--- config.mk ---
export PLATFORM = sky130hd
export DESIGN_NAME = uart_sequencer_flat
export DESIGN_NICKNAME = d
export VERILOG_FILES = /design/src/rtl/uart_sequencer_if.sv /design/src/rtl/uart_sequencer.sv /design/src/flat_wrapper.sv
export SDC_FILE = /design/constraint.sdc
export NUM_CORES = 1
export LEC_CHECK = 0
export ABC_AREA = 1
export BUFFER_PORTS_ARGS = -buffer_cell sky130_fd_sc_hd__buf_2
export CAP_MARGIN = 20
export CELL_PAD_IN_SITES_DETAIL_PLACEMENT = 1
export CELL_PAD_IN_SITES_GLOBAL_PLACEMENT = 2
export CORE_ASPECT_RATIO = 2
export CORE_MARGIN = 2
export CORE_UTILIZATION = 31
export DETAILED_ROUTE_END_ITERATION = 7
export PLACE_DENSITY_LB_ADDON = 0.15
export SLEW_MARGIN = 5
export SYNTH_ARGS = -nofsm -noshare
export SYNTH_HDL_FRONTEND = slang
export SYNTH_SLANG_ARGS = --single-unit
--- constraint.sdc ---
create_clock -name clk -period 1.9 [get_ports clk]
set_input_delay 0.19 -clock clk [delete_from_list [all_inputs] [get_ports clk]]
set_output_delay 0.19 -clock clk [all_outputs]
set_load 0.03 [all_outputs]
--- src/rtl/uart_sequencer_if.sv ---
// CPU-side and FIFO-chip-side signal bundle for uart_sequencer.
// The sequencer takes the master view; the environment driving it takes the slave view.
interface uart_sequencer_if;
  logic       cpu_rd;
  logic       cpu_wr;
  logic [7:0] cpu_wdata;
  logic [7:0] cpu_rdata;
  logic       flag_di;
  logic       flag_do;
  logic       err_under;
  logic       err_over;
  logic       _rxf;
  logic       _txe;
  logic       _rd;
  logic       wr;
  logic [7:0] ft_din;
  logic [7:0] ft_dout;
  logic       ft_doe;

  modport master (
    input  cpu_rd, cpu_wr, cpu_wdata, _rxf, _txe, ft_din,
    output cpu_rdata, flag_di, flag_do, err_under, err_over, _rd, wr, ft_dout, ft_doe
  );

  modport slave (
    output cpu_rd, cpu_wr, cpu_wdata, _rxf, _txe, ft_din,
    input  cpu_rdata, flag_di, flag_do, err_under, err_over, _rd, wr, ft_dout, ft_doe
  );
endinterface

--- src/rtl/uart_sequencer.sv ---
// Sequences reads and writes to an FT245-style FIFO chip with fixed strobe widths,
// a bus recovery gap, round-robin arbitration and single-byte CPU holding registers.
module uart_sequencer #(
  parameter int unsigned RD_PULSE = 3,
  parameter int unsigned WR_PULSE = 3,
  parameter int unsigned RECOVER  = 2
) (
  input logic              clk,
  input logic              _mr,
  uart_sequencer_if.master bus
);
  typedef enum logic [1:0] {
    ST_IDLE      = 2'd0,
    ST_RD_STROBE = 2'd1,
    ST_WR_STROBE = 2'd2,
    ST_RECOVER   = 2'd3
  } state_t;

  typedef enum logic {
    GRANT_RD = 1'b0,
    GRANT_WR = 1'b1
  } grant_t;

  localparam logic [3:0] RD_LOAD  = 4'(RD_PULSE - 32'd1);
  localparam logic [3:0] WR_LOAD  = 4'(WR_PULSE - 32'd1);
  localparam logic [3:0] REC_LOAD = 4'(RECOVER - 32'd1);

  logic [1:0] rxf_sync_r;
  logic [1:0] txe_sync_r;
  state_t     state_r;
  state_t     state_nxt_s;
  logic [3:0] cnt_r;
  logic [3:0] cnt_nxt_s;
  grant_t     last_grant_r;
  grant_t     last_grant_nxt_s;
  logic       rd_n_r;
  logic       rd_n_nxt_s;
  logic       wr_r;
  logic       wr_nxt_s;
  logic       doe_r;
  logic       doe_nxt_s;
  logic       capture_s;
  logic       tx_done_s;
  logic       flag_di_r;
  logic       flag_do_r;
  logic [7:0] rdata_r;
  logic [7:0] tx_buf_r;
  logic       err_under_r;
  logic       err_over_r;
  logic       rxf_s;
  logic       txe_s;
  logic       rd_req_s;
  logic       wr_req_s;

  assign rxf_s    = rxf_sync_r[1];
  assign txe_s    = txe_sync_r[1];
  assign rd_req_s = !rxf_s && !flag_di_r;
  assign wr_req_s = !txe_s && !flag_do_r;

  // Bring the asynchronous FIFO status pins into the clock domain.
  always_ff @(posedge clk or negedge _mr) begin
    if (!_mr) begin
      rxf_sync_r <= 2'b11;
      txe_sync_r <= 2'b11;
    end else begin
      rxf_sync_r <= {rxf_sync_r[0], bus._rxf};
      txe_sync_r <= {txe_sync_r[0], bus._txe};
    end
  end

  // Bus FSM next state, strobe counter and registered strobe values.
  always_comb begin
    state_nxt_s      = state_r;
    cnt_nxt_s        = cnt_r;
    last_grant_nxt_s = last_grant_r;
    capture_s        = 1'b0;
    tx_done_s        = 1'b0;
    case (state_r)
      ST_IDLE: begin
        if (rd_req_s && wr_req_s) begin
          if (last_grant_r == GRANT_WR) begin
            state_nxt_s      = ST_RD_STROBE;
            cnt_nxt_s        = RD_LOAD;
            last_grant_nxt_s = GRANT_RD;
          end else begin
            state_nxt_s      = ST_WR_STROBE;
            cnt_nxt_s        = WR_LOAD;
            last_grant_nxt_s = GRANT_WR;
          end
        end else if (rd_req_s) begin
          state_nxt_s = ST_RD_STROBE;
          cnt_nxt_s   = RD_LOAD;
        end else if (wr_req_s) begin
          state_nxt_s = ST_WR_STROBE;
          cnt_nxt_s   = WR_LOAD;
        end else begin
          state_nxt_s = ST_IDLE;
        end
      end
      ST_RD_STROBE: begin
        if (cnt_r == 4'd0) begin
          capture_s   = 1'b1;
          state_nxt_s = ST_RECOVER;
          cnt_nxt_s   = REC_LOAD;
        end else begin
          cnt_nxt_s = cnt_r - 4'd1;
        end
      end
      ST_WR_STROBE: begin
        if (cnt_r == 4'd0) begin
          tx_done_s   = 1'b1;
          state_nxt_s = ST_RECOVER;
          cnt_nxt_s   = REC_LOAD;
        end else begin
          cnt_nxt_s = cnt_r - 4'd1;
        end
      end
      ST_RECOVER: begin
        if (cnt_r == 4'd0) begin
          state_nxt_s = ST_IDLE;
        end else begin
          cnt_nxt_s = cnt_r - 4'd1;
        end
      end
      default: begin
        state_nxt_s = ST_IDLE;
        cnt_nxt_s   = 4'd0;
      end
    endcase
    // Strobes are registered from the next state so the pins change with the state.
    rd_n_nxt_s = (state_nxt_s != ST_RD_STROBE);
    wr_nxt_s   = (state_nxt_s == ST_WR_STROBE);
    doe_nxt_s  = (state_nxt_s == ST_WR_STROBE);
  end

  // Bus FSM state, counter, arbitration history and strobe pins.
  always_ff @(posedge clk or negedge _mr) begin
    if (!_mr) begin
      state_r      <= ST_IDLE;
      cnt_r        <= 4'd0;
      last_grant_r <= GRANT_WR;
      rd_n_r       <= 1'b1;
      wr_r         <= 1'b0;
      doe_r        <= 1'b0;
    end else begin
      state_r      <= state_nxt_s;
      cnt_r        <= cnt_nxt_s;
      last_grant_r <= last_grant_nxt_s;
      rd_n_r       <= rd_n_nxt_s;
      wr_r         <= wr_nxt_s;
      doe_r        <= doe_nxt_s;
    end
  end

  // CPU holding registers, availability flags and sticky misuse flags.
  always_ff @(posedge clk or negedge _mr) begin
    if (!_mr) begin
      flag_di_r   <= 1'b0;
      flag_do_r   <= 1'b1;
      rdata_r     <= 8'h00;
      tx_buf_r    <= 8'h00;
      err_under_r <= 1'b0;
      err_over_r  <= 1'b0;
    end else begin
      if (capture_s) begin
        rdata_r   <= bus.ft_din;
        flag_di_r <= 1'b1;
      end else if (bus.cpu_rd && flag_di_r) begin
        flag_di_r <= 1'b0;
      end
      // A write strobe only runs while the buffer is full, so a CPU write then is an overrun.
      if (tx_done_s) begin
        flag_do_r <= 1'b1;
      end else if (bus.cpu_wr && flag_do_r) begin
        tx_buf_r  <= bus.cpu_wdata;
        flag_do_r <= 1'b0;
      end
      if (bus.cpu_rd && !flag_di_r) begin
        err_under_r <= 1'b1;
      end
      if (bus.cpu_wr && !flag_do_r) begin
        err_over_r <= 1'b1;
      end
    end
  end

  assign bus._rd       = rd_n_r;
  assign bus.wr        = wr_r;
  assign bus.ft_doe    = doe_r;
  assign bus.ft_dout   = tx_buf_r;
  assign bus.cpu_rdata = rdata_r;
  assign bus.flag_di   = flag_di_r;
  assign bus.flag_do   = flag_do_r;
  assign bus.err_under = err_under_r;
  assign bus.err_over  = err_over_r;
endmodule
--- src/flat_wrapper.sv ---
// flat-port wrapper written by rule: the top's interface ports become plain ports
module uart_sequencer_flat 
#(
  parameter int unsigned RD_PULSE = 3,
  parameter int unsigned WR_PULSE = 3,
  parameter int unsigned RECOVER  = 2
)
  (clk, _mr, bus_cpu_rd, bus_cpu_wr, bus_cpu_wdata, bus__rxf, bus__txe, bus_ft_din, bus_cpu_rdata, bus_flag_di, bus_flag_do, bus_err_under, bus_err_over, bus__rd, bus_wr, bus_ft_dout, bus_ft_doe);
  uart_sequencer_if bus_i ();
  input logic clk;
  input logic _mr;
  input wire logic [$bits(bus_i.cpu_rd)-1:0] bus_cpu_rd;
  input wire logic [$bits(bus_i.cpu_wr)-1:0] bus_cpu_wr;
  input wire logic [$bits(bus_i.cpu_wdata)-1:0] bus_cpu_wdata;
  input wire logic [$bits(bus_i._rxf)-1:0] bus__rxf;
  input wire logic [$bits(bus_i._txe)-1:0] bus__txe;
  input wire logic [$bits(bus_i.ft_din)-1:0] bus_ft_din;
  output wire logic [$bits(bus_i.cpu_rdata)-1:0] bus_cpu_rdata;
  output wire logic [$bits(bus_i.flag_di)-1:0] bus_flag_di;
  output wire logic [$bits(bus_i.flag_do)-1:0] bus_flag_do;
  output wire logic [$bits(bus_i.err_under)-1:0] bus_err_under;
  output wire logic [$bits(bus_i.err_over)-1:0] bus_err_over;
  output wire logic [$bits(bus_i._rd)-1:0] bus__rd;
  output wire logic [$bits(bus_i.wr)-1:0] bus_wr;
  output wire logic [$bits(bus_i.ft_dout)-1:0] bus_ft_dout;
  output wire logic [$bits(bus_i.ft_doe)-1:0] bus_ft_doe;
  assign bus_i.cpu_rd = bus_cpu_rd;
  assign bus_i.cpu_wr = bus_cpu_wr;
  assign bus_i.cpu_wdata = bus_cpu_wdata;
  assign bus_i._rxf = bus__rxf;
  assign bus_i._txe = bus__txe;
  assign bus_i.ft_din = bus_ft_din;
  assign bus_cpu_rdata = bus_i.cpu_rdata;
  assign bus_flag_di = bus_i.flag_di;
  assign bus_flag_do = bus_i.flag_do;
  assign bus_err_under = bus_i.err_under;
  assign bus_err_over = bus_i.err_over;
  assign bus__rd = bus_i._rd;
  assign bus_wr = bus_i.wr;
  assign bus_ft_dout = bus_i.ft_dout;
  assign bus_ft_doe = bus_i.ft_doe;
  uart_sequencer #(.RD_PULSE(RD_PULSE), .WR_PULSE(WR_PULSE), .RECOVER(RECOVER)) u_core (.clk(clk), ._mr(_mr), .bus(bus_i));
endmodule
==> Yosys cells after proc, flatten, opt, wreduce, memory -nomap -nowiden <==
Cells that the tools add are included.
{ "classes": {"add_sub_neg": 1, "bitwise_logic": 1, "eq_ne": 7, "n_reduce_logical": 19, "n_mux": 21} }
{ "ops": {"columns": ["operator", "n"], "rows": [
  ["$mux W4", 5],
  ["$mux W2", 6],
  ["$pmux W4 S3", 1],
  ["$mux W1", 8],
  ["$logic_and A1 B1 Y1", 7],
  ["$eq A2 B2 Y1 const B", 3],
  ["$pmux W2 S3", 1],
  ["$reduce_and A2 Y1", 3],
  ["$logic_not A1 Y1", 4],
  ["$logic_not A4 Y1", 1],
  ["$ne A4 B1 Y1 const B", 1],
  ["$reduce_bool A2 Y1", 2],
  ["$sub A4 B1 Y4 const B", 1],
  ["$eq A2 B1 Y1 const B", 1],
  ["$logic_not A2 Y1", 1],
  ["$ne A2 B1 Y1 const B", 1],
  ["$ne A2 B2 Y1 const B", 1],
  ["$reduce_or A2 Y1", 1],
  ["$not A1 Y1", 1]
]} }
{ "word_totals": {"inputBits": 22, "out_inout_bits": 23, "ff_bits": 33} }

==> Longest topological paths before layout <==
{ "logic_depth": {"ltp_word": 7, "depth_mapped": 10, "ltp_nobuf": 9} }

==> Least setup slack after synthesis <==
No wires, ideal clock.
{ "synth_path": {"kind": "register to register", "startpoint": "reg u_core.state_r[0]", "endpoint": "reg u_core.wr_r (netlist: u_core.bus.wr)", "arrival_ps": 1272, "setup_time_ps": 113, "required_ps": 1787, "path_stages_with_launch": 8, "slack_ps": 515, "n_path_buf": 0, "cell_sequence": "dfrtp_1 > inv_1 > ha_1 > or2_2 > nand2_1 > o21ai_2 > nand2_1 > inv_1"} }
{ "synth_via": {"elab_chain_len": 4} }
{ "synth_rtl": {"columns": ["item", "line_no", "rtl"], "rows": [
  ["start: declaration", "uart_sequencer.sv:30", "state_t state_r;"],
  ["start signal: assignment", "uart_sequencer.sv:146", "state_r <= state_nxt_s;"],
  ["$eq A2 B1 Y1 / $eq A2 B2 Y1 (equally long branches)", "uart_sequencer.sv:78", "case (state_r)"],
  ["$reduce_or A2 Y1 (no source line)", null, null],
  ["$pmux W2 S3 *", "uart_sequencer.sv:78", null],
  ["named net u_core.state_nxt_s[1]", "uart_sequencer.sv:31", "state_t state_nxt_s;"],
  ["$eq A2 B2 Y1 *", null, null],
  ["named net u_core.doe_nxt_s", "uart_sequencer.sv:41", "logic doe_nxt_s;"],
  ["end signal: assignment", "uart_sequencer.sv:150", "wr_r <= wr_nxt_s;"],
  ["end: declaration", "uart_sequencer.sv:38", "logic wr_r;"]
]} }
Mark *: on every way through the listed nets, which the timed path passes. The rest lies on a longest branch.
A chain may end at the register's enable or synchronous reset.

==> Final worst setup path <==
{ "layout_path": {"startpoint": "reg u_core.cnt_r[0]", "endpoint": "reg u_core.tx_buf_r[4] (netlist: u_core.bus.ft_dout[4])"} }
{ "layout_via": {"elab_chain_len": 5} }
{ "layout_rtl": {"columns": ["item", "line_no", "rtl"], "rows": [
  ["start: declaration", "uart_sequencer.sv:32", "logic [3:0] cnt_r;"],
  ["start signal: assignment", "uart_sequencer.sv:147", "cnt_r <= cnt_nxt_s;"],
  ["$logic_not A4 Y1", "uart_sequencer.sv:110", "if (cnt_r == 4'd0) begin"],
  ["$mux W1", "uart_sequencer.sv:110", null],
  ["$mux W1", "uart_sequencer.sv:78", null],
  ["$not A1 Y1 (no source line)", null, null],
  ["$reduce_and A2 Y1 (no source line)", null, null],
  ["end signal: assignment", "uart_sequencer.sv:175", "tx_buf_r <= bus.cpu_wdata;"],
  ["end: declaration", "uart_sequencer.sv:47", "logic [7:0] tx_buf_r;"]
]} }
No other way between the ends.

==> impl_metrics.py <==
metrics = {
    "run_status": {
        "status": "finished with violations",
        "violations": "hold timing",
    },
    "worst_hold_path": {
        "hold_class": "primary input to asynchronous set/reset pin",
    },
    "clocking": {
        "tritoncts": "built",
        "cts_made_buffers": 5,
        "clock_path_buffers": 2,
        "cts_resized": 0,
        "post_cts_buffers": 0,
        "htreeDepth": 2,
        "cts_sinks": 33,
        "cts_root_buffer": "clkbuf_8",
        "insertion_delay_ns": 0.29,
        "clk_pin_slew_ns": 0.07,
    },
    "setup_path": {
        "r2r-start": "u_core.cnt_r[0]",
        "cp_cell_sequence": "inv_1 > ha_1 > nand2_4 > inv_4 > nand2_4 > nand3_4 > nand2_1 > o21ai_2",
        "required_ns": 2.12,
        "reg2reg_slack_ns": 0.32,
        "critPathKind": "register to register",
        "arrival_ns": 1.80,
        "slowest_stage": "dfrtp_1",
        "crit_path_max_fanout": 16,
        "reg2reg_depth": 8,
        "critical-path-top-cell-by-count": "nand2_4",
        "cp_slowest_stage_delay_ns": 0.40,
        "end_kind": "register",
        "start_kind": "register",
        "r2r_end": "u_core.bus.ft_dout[4]",
    },
    "timing": {
        "period_needed_ns": 1.582,
        "maxSlewViolCount": 0,
        "holdWs_ns": -0.03306,
        "fin_crit_sh_pct": 83.27,
        "rsz0062_at_grt": "false",
        "slew_headroom_pct": 49.04,
        "fmax_mhz": 632.1,
        "setup-tns-final_ns": 0,
        "hold_viol": 26,
        "fin_skew_ns": 0.006192,
        "finalSetupViolCount": 0,
        "tightestPinTransition_ns": 0.7644,
    },
    "placed_design": {
        "placed_area_mm2": 0.001810,
        "place.gp.congestion": 0.7223,
        "dp_hpwl_um": 2978,
        "numPortBuffers": 44,
    },
    "floorplan": {
        "dieArea_mm2": 0.005655,
        "rows": 36,
        "initial_core_util_pct": 32.10,
        "ios": 45,
        "core_region_area_mm2": 0.004865,
        "die_h_um": 104.4,
        "die_w_um": 54.19,
    },
    "grt": {
        "grt-ovfl-total": 0,
        "grt_pass1_wl_um": 6341,
        "gr-usage-all-layers_pct": 15.41,
        "grt_max_degree": 34,
        "grt_pass1_vias": 1367,
        "antenna_found_initial": 0,
    },
    "drt": {
        "firstDrtPassIters": 2,
        "drt-initial-drc-count": 15,
        "drc": 0,
        "dr_total_vias": 1229,
        "routedWlPerCell_um": 14.41,
        "vias_per_cell": 4.655,
        "ant_nets": 0,
        "drt_wl_total_um": 3804,
    },
    "yosys": {
        "yosysWarnings": 0,
        "synth_area_leaders": "dfrtp_1, dfstp_2, nand2_1",
        "syn_area_per_cell_um2": 9.946,
        "synth_top_area_cell": "dfrtp_1",
        "synth_nets": 185,
        "synth_top_area_share_pct": 41.67,
        "syn_inst": 157,
        "synth_cell_types": 26,
        "ys_ff_latch": 33,
        "seq_area_frac_synth_pct": 53.45,
        "syn_area_mm2": 0.001561,
    },
    "finish": {
        "final_cell_area_mm2": 0.001924,
        "final_cell_mix": "buf_2, nand2_1, dfrtp_1",
        "drive_gt1_share_pct": 40.58,
        "final_util_pct": 39.56,
        "diodes": 0,
        "final_common_cell": "buf_2",
        "syn_to_final_growth_pct": 23.24,
        "nNetsFinal": 234,
    },
    "power_and_ir_drop": {
        "power_uw": 3481,
        "power_leakage_uw": 0.001042,
        "irDropWorstVdd_mv": 0.6791,
        "powerDensity_mw_per_mm2": 1809,
    },
    "job": {
        "maxCapViolCount": 0,
    },
}
worst max-delay path, delay by kind of cell, from the launching register on:
family | cells | cell delay, ns
buffers and inverters | 2 | 0.27
adders and majority gates | 1 | 0.28
AOI/OAI and AO/OA | 1 | 0.06
and+or+nand+nor | 4 | 0.48
DFF | 1 | 0.40
synthesized netlist by cell type:
| cell | count |
|---|---|
| a21o_1 | 2 |
| buf_12 | 1 |
| buf_4 | 1 |
| buf_6 | 1 |
| clkbuf_1 | 1 |
| dfrtp_1 | 26 |
| dfstp_2 | 7 |
| ha_1 | 6 |
| inv_1 | 21 |
| inv_4 | 1 |
| nand2_1 | 37 |
| nand2_2 | 5 |
| nand2_4 | 5 |
| nand3_1 | 16 |
| nand3_2 | 1 |
| nand3_4 | 1 |
| nor2_1 | 4 |
| nor2_2 | 1 |
| o211ai_1 | 1 |
| o21ai_0 | 3 |
| o21ai_1 | 1 |
| o21ai_2 | 11 |
| o22ai_1 | 1 |
| or2_2 | 1 |
| xnor2_1 | 1 |
| xor2_1 | 1 |
per-layer routing:
| layer | part of all wire [%] | wire [um] | track usage, % | up-vias |
|---|---|---|---|---|
| li1 | - | - | - | 585 |
| met1 | 33 | 1241 | 15.45 | 606 |
| met2 | 60 | 2290 | 27.62 | 32 |
| met3 | 4.8 | 181 | 3.736 | 6 |
| met4 | 2.4 | 91 | 6.964 | 0 |
| met5 | 0 | 0 | 0 | - |
registers in the layout, summed over array words and instances (netlist names):
register / flops
u_core.bus.flag_di: 1
u_core.rxf_sync_r: 2
u_core.bus.ft_dout: 8
u_core.bus.cpu_rdata: 8
u_core.bus.wr: 1
u_core.cnt_r: 4
u_core.bus.err_under: 1
u_core.txe_sync_r: 2
u_core.bus.err_over: 1
u_core.last_grant_r: 1
u_core.bus.flag_do: 1
u_core.state_r: 2
u_core.bus._rd: 1
logic make-up (layout without fill, tap and decap cells):
logic type / after synthesis / after routing / synth area share (%)
AO/OA/AOI/OAI: 19 / 19 / 9.294
buffers and inverters: 26 / 76 / 8.174
adder cells (fa/ha/maj): 6 / 6 / 4.808
XOR/XNOR: 2 / 2 / 1.122
AND/OR/NAND/NOR: 71 / 71 / 23.16
flip-flops: 33 / 33 / 53.45
area by class of cell:
| cell class | count | area, um^2 |
|---|---|---|
| fill | 602 | 2940 |
| multi-input combinational | 98 | 599.3 |
| inverter | 22 | 85.08 |
| sequential | 33 | 834.6 |
| timing repair buffer | 46 | 240.2 |
| clock inverter | 1 | 7.507 |
| tap | 57 | 71.32 |
| clock buffer | 7 | 86.33 |
repair_timing:
item / CTS / global route
hold endpoints to repair: 2 / 0
endpoints found under the setup margin: 0 / 0
hold buffers: 2 / 0
power by group:
part	switching, uW	internal (uW)	total (uW)
Sequential	152	989	1140
Combinational	1230	547	1770
Clock	274	294	568
through the flow:
stage	instances	worst slack (ns)
2_1_floorplan	157	0.5153
5_1_grt	264	0.1693
3_5_place_dp	254	0.2901
3_3_place_gp	254	0.3459
6_report	264	0.3179
4_1_cts	264	0.2762
worst max path at each step:
stage / start / end / slack (ns) / cells past startpoint
3_3_place_gp: u_core.cnt_r[0] / u_core.bus.ft_dout[2] / 0.35 / 8
4_1_cts: u_core.cnt_r[0] / u_core.bus.ft_dout[1] / 0.28 / 8
6_report: u_core.cnt_r[0] / u_core.bus.ft_dout[4] / 0.32 / 8
5_1_grt: u_core.cnt_r[0] / u_core.bus.ft_dout[4] / 0.17 / 8
2_1_floorplan: u_core.state_r[0] / u_core.bus.wr / 0.52 / 7
3_5_place_dp: u_core.cnt_r[0] / u_core.bus.ft_dout[1] / 0.29 / 8
Note: power is estimated with default switching activity, not from simulation.
